<file path="src/rtl/period_counter.sv">
`default_nettype none
// ============================================================================
// Module      : period_counter
// Description : CNT_W-bit saturating up-counter with synchronous clear.
//               o_sat is high while the count sits at its maximum value.
// Revision    : 1.0 - initial release
// ============================================================================
module period_counter #(
  parameter int CNT_W = 8
) (
  input  logic             clk,
  input  logic             reset,
  input  logic             i_clr,
  output logic [CNT_W-1:0] o_cnt,
  output logic             o_sat
);

  localparam logic [CNT_W-1:0] C_MAX = {CNT_W{1'b1}};

  logic [CNT_W-1:0] r_cnt;
  logic             w_sat;

  assign w_sat = (r_cnt == C_MAX);

  // Count every cycle unless cleared; hold once the maximum is reached
  always_ff @(posedge clk or posedge reset) begin
    if (reset) begin
      r_cnt <= '0;
    end else if (i_clr) begin
      r_cnt <= '0;
    end else if (!w_sat) begin
      r_cnt <= r_cnt + CNT_W'(1);
    end
  end

  assign o_cnt = r_cnt;
  assign o_sat = w_sat;

endmodule : period_counter
`default_nettype wire

</file>
<file path="config.mk">
export PLATFORM = sky130hd
export DESIGN_NAME = period_counter
export DESIGN_NICKNAME = d
export VERILOG_FILES = /design/src/rtl/period_counter.sv
export SDC_FILE = /design/constraint.sdc
export NUM_CORES = 1
export LEC_CHECK = 0
export CAP_MARGIN = 0
export CORE_MARGIN = 2
export CORE_UTILIZATION = 25
export CTS_CLUSTER_DIAMETER = 150
export DETAILED_ROUTE_END_ITERATION = 16
export PLACE_DENSITY_LB_ADDON = 0.25
export SYNTH_ARGS = -nofsm -noshare
export SYNTH_HDL_FRONTEND = slang
export SYNTH_SLANG_ARGS = --single-unit
</file>
<file path="constraint.sdc">
create_clock -name clk -period 1.4 [get_ports clk]
set_input_delay 0.35 -clock clk [delete_from_list [all_inputs] [get_ports clk]]
set_output_delay 0.35 -clock clk [all_outputs]
set_load 0.01 [all_outputs]
</file>
# After elaboration in Yosys (flattened, before gate mapping)
# Cells that the tools add are included.
# word_totals
n_memories,0
latchBits,0
rom_bits,0
mem_bits_rw,0
inputBits,3
word_cells,6
output_inout_bits,9
ff_bits,8
# classes
shift,0
n_eq_ne,2
mux,2
n_reduce_logical,0
bitwise_logic,0
addsub,1
n_lt_le_gt_ge,0
div_mod_pow,0
mul,0
# op_table
cell,count
2-to-1 mux 8 bit,2
adder 8 x 1 -> 8 bit (second input constant),1
equality test 8 bit (second input constant),1
!= test 2 bit (second input constant),1

# Depth between registers and ports, before layout
# Gate-level depths: netlist of the first run.
# depth
ltp_word,3
ltp_mapped,4
ltp_nobuf,4

# Worst setup path before layout of the first run
# No wires, ideal clock.
# synth_timing
path_kind,flip-flop to output port
start,"reg r_cnt[0], in the netlist o_cnt[0]"
end,out o_sat
required_ns,1.050
path_buffers,0
slack_ns,-0.156
t_arrival_ns,1.206
stages_incl_launch_ff,5
cell_sequence,dfrtp_1 -> ha_1 -> nand4_2 -> or2_1 -> inv_1
# synth_between
elab_chain_len,1
# synth_rtl
item,line_no,rtl
start: declaration,20,logic [CNT_W-1:0] r_cnt;
start signal: assignment,32,r_cnt <= r_cnt + CNT_W'(1);
equality test 8 bit,23,assign w_sat = (r_cnt == C_MAX);
end: declaration,15,output logic o_sat
# No other way between the ends.

# Worst setup path after layout of the first run
# layout_timing
start,"reg r_cnt[1], in the netlist o_cnt[1]"
end,out o_sat
# Same word-level chain as after synthesis.

==> metrics.yaml, run 1 <==
cells_and_area:
  num_antenna_cells: 0
  fin_area_sq_um: 711.9
  largest_register_ffs: 8
  area_growth_pct: 64.93
  finalNetCount: 78
  drive_gt1_share_pct: 47.22
placement:
  place_hpwl_um: 862.1
  placed_area_sq_um: 675.6
  dp_slack_ns: -0.3641
  gp_congestion: 0.7165
  portBuffers: 11
setup_path:
  crit_fanout: 2
  path_class: "flip-flop to output port"
  crit_required_ns: 1.05
  path_cells: "ha_4 -> nand4_4 -> or2_4 -> inv_2 -> buf_6"
  crit_path_end_kind: "output port"
  cp-start-kind: "flip-flop"
  arrival_ns: 1.25
  cp_slowest_stage_delay_ns: 0.38
  cp_slowest_cell: "dfrtp_2"
power_and_ir_drop:
  power-per-cell-area_nw_per_um2: 693.0
  ir_drop_mv: 0.3573
  p_leak_uw: 0.0003459
logic_synthesis:
  syn_area_sq_um: 431.7
  ys_seq_elements: 8
  synth_nets: 48
  ys_seq_area_share_pct: 46.38
  syn_area_per_cell_sq_um: 9.811
  synth_warnings: 0
  synth_cells: 44
  synth_cell_types: 24
floorplan:
  start_util_pct: 25.84
  die_area_sq_um: 2075
  io_pins: 12
  core_area_sq_um: 1670
  dieWidth_um: 45.56
  num_rows: 15
  die_h_um: 45.56
sta:
  worst_pin_slew_ns: 0.3066
  layout_worst_path_cycle_share_pct: 114.1
  finalSetupViolCount: 3
  fin_skew_ns: 0.0005510
  hold_viol_final: 0
  max_freq_mhz: 626.2
  slew_headroom_pct: 79.54
  setup_slack_ns: -0.1970
  rsz0062_at_grt: "true"
  slew_violations: 0
  fin_crit_ns: 1.597
drt:
  drcViolationCount: 0
  first_iter_violations: 13
  via_count: 456
  ant_nets: 0
  drt_pass1_iterations: 4
  wl_per_cell_um: 12.91
  viasPerCell: 5.124
  wl_um: 1149
clock_tree:
  clk_pin_slew_worst_paths_ns: 0.06
  cts_made_buffers: 3
  hold_buffers: 0
  cts_tree: "yes"
  worstSkewPairLatency_ns: 0.25
  h-tree-depth: 1
  clockBufferDepth: 2
  clock-sinks: 8
  clockRootBuffer: "clkbuf_4"
run_status:
  status: "complete, but fails checks"
  violations: "setup timing"
flow_run:
  maxCapViolCount: 0
global_route:
  grt_max_degree: 9
  grt_pass1_wl_um: 1738
  grt_pass1_vias: 377
  overflow: 0
  track_usage_pct: 12.45
  grt_antenna_before_repair: 0
worst_hold_path:
  hp-class: "input pin to asynchronous set/reset pin"
==> repair_timing <==
item	in CTS	in global routing
setup endpoints to repair	9	7
buffers inserted	3	0
hold endpoints to repair	0	0
resized for setup	21	7
pin swaps	3	2
gates cloned	0	0
==> logic make-up after synthesis <==
group	count (synthesis)	synth area share, %
fa+ha+maj	1	2.898
compound gates	12	17.39
flops	8	46.38
simple gates	18	28.70
buf+inv	5	4.636
==> cells in the mapped netlist <==
cell type / count / area [sq um]
nor3b_1: 1 / 7.510
a41oi_1: 1 / 8.760
and3_1: 1 / 6.260
dfrtp_1: 8 / 200.2
nand3_1: 1 / 5.000
o21ai_0: 2 / 10.01
a21oi_1: 3 / 15.01
buf_1: 1 / 3.750
ha_1: 1 / 12.51
nand4_2: 1 / 12.51
and4bb_1: 1 / 12.51
and4_1: 1 / 8.760
nand2_1: 1 / 3.750
or3_1: 1 / 6.260
and4_2: 1 / 10.01
nand4_1: 2 / 12.51
a31oi_1: 3 / 18.77
inv_1: 3 / 11.26
a211oi_1: 1 / 7.510
nor3_1: 5 / 25.02
buf_2: 1 / 5.000
and2_2: 1 / 7.510
or2_1: 1 / 6.260
o21bai_1: 2 / 15.01
==> through the flow <==
step | total power, uW | cells | util (%) | hold WS (ns) | setup TNS (ns)
CTS | 497.1 | 89 | 43.22 | 0.3625 | -0.3503
global placement | 321.0 | 83 | 40.45 | 0.6303 | -0.4324
floorplan | 280.9 | 44 | - | 0.1655 | 0
global route | 518.6 | 89 | 42.62 | 0.3827 | -0.4279
detailed placement | 320.4 | 83 | 40.45 | 0.6259 | -0.4318
finish | 493.3 | 89 | 42.62 | 0.3445 | -0.3094
==> area by class of cell <==
| cell class | instances | area [sq um] |
|---|---|---|
| Fill cell | 174 | 958.4 |
| Multi-Input combinational cell | 31 | 244.0 |
| Timing Repair Buffer | 27 | 210.2 |
| Sequential cell | 8 | 202.7 |
| Clock buffer | 3 | 22.52 |
| Tap cell | 17 | 21.27 |
| Inverter | 3 | 11.26 |
==> final timing paths <==
kind | cells after the start | from | slack (ns) | end
worst min register to register | 2 | o_cnt[3]$_DFFE_PP0P_ | 0.61 | o_cnt[3]$_DFFE_PP0P_
worst min-delay path | 2 | reset | 0.34 | o_cnt[5]$_DFFE_PP0P_
worst max-delay path | 5 | o_cnt[1]$_DFFE_PP0P_ | -0.20 | o_sat
worst max register to register | 6 | o_cnt[1]$_DFFE_PP0P_ | -0.04 | o_cnt[1]$_DFFE_PP0P_
max in group asynchronous | 2 | reset | 0.80 | o_cnt[0]$_DFFE_PP0P_
min in group clk | 2 | o_cnt[3]$_DFFE_PP0P_ | 0.61 | o_cnt[3]$_DFFE_PP0P_
==> layer usage <==
metal  track usage (%)  up-vias  part of all wire, %
li1                  -      226                    -
met1             17.85      217                   49
met2             16.34       11                   45
met3             3.571        2                  5.0
met4             7.059        0                  1.0
met5                 0        -                    0
==> report_power, final <==
group | total (uW) | switching (uW) | internal [uW] | leakage [uW]
Combinational | 66.3 | 32.7 | 33.7 | 0.000226
Sequential | 246 | 7.22 | 239 | 0.000107
Clock | 181 | 82.3 | 98.4 | 0.0000138
Total | 493 | 122 | 371 | 0.000346
==> critical path, delay by kind of cell (launching register included) <==
kind,cells,cell delay [ns]
fa+ha+maj,1,0.15
buf+inv,2,0.14
simple gates,2,0.32
flops,1,0.38
==> cell usage in the layout, fill, tap and decap left out, types with 2 or more instances in the layout <==
master	instances
a21oi_1	2
a31oi_1	3
buf_4	16
clkbuf_2	3
clkbuf_4	3
clkdlybuf4s15_1	3
clkdlybuf4s50_1	2
dfrtp_1	6
dfrtp_2	2
inv_1	2
nand4_1	2
nor3_1	5
o21ai_0	2
o21bai_1	2
No activity file was read; power rests on OpenSTA's default activity.
==> run 2, diff against run 1 <==
--- a/config.mk
+++ b/config.mk
@@ -10,6 +10,7 @@
 export CORE_UTILIZATION = 25
 export CTS_CLUSTER_DIAMETER = 150
 export DETAILED_ROUTE_END_ITERATION = 16
+export GPL_TIMING_DRIVEN = 1
 export PLACE_DENSITY_LB_ADDON = 0.25
 export SYNTH_ARGS = -nofsm -noshare
 export SYNTH_HDL_FRONTEND = slang
==> results of run 2 <==
No change in the layout: final DEF, timing and power equal those of run 1.
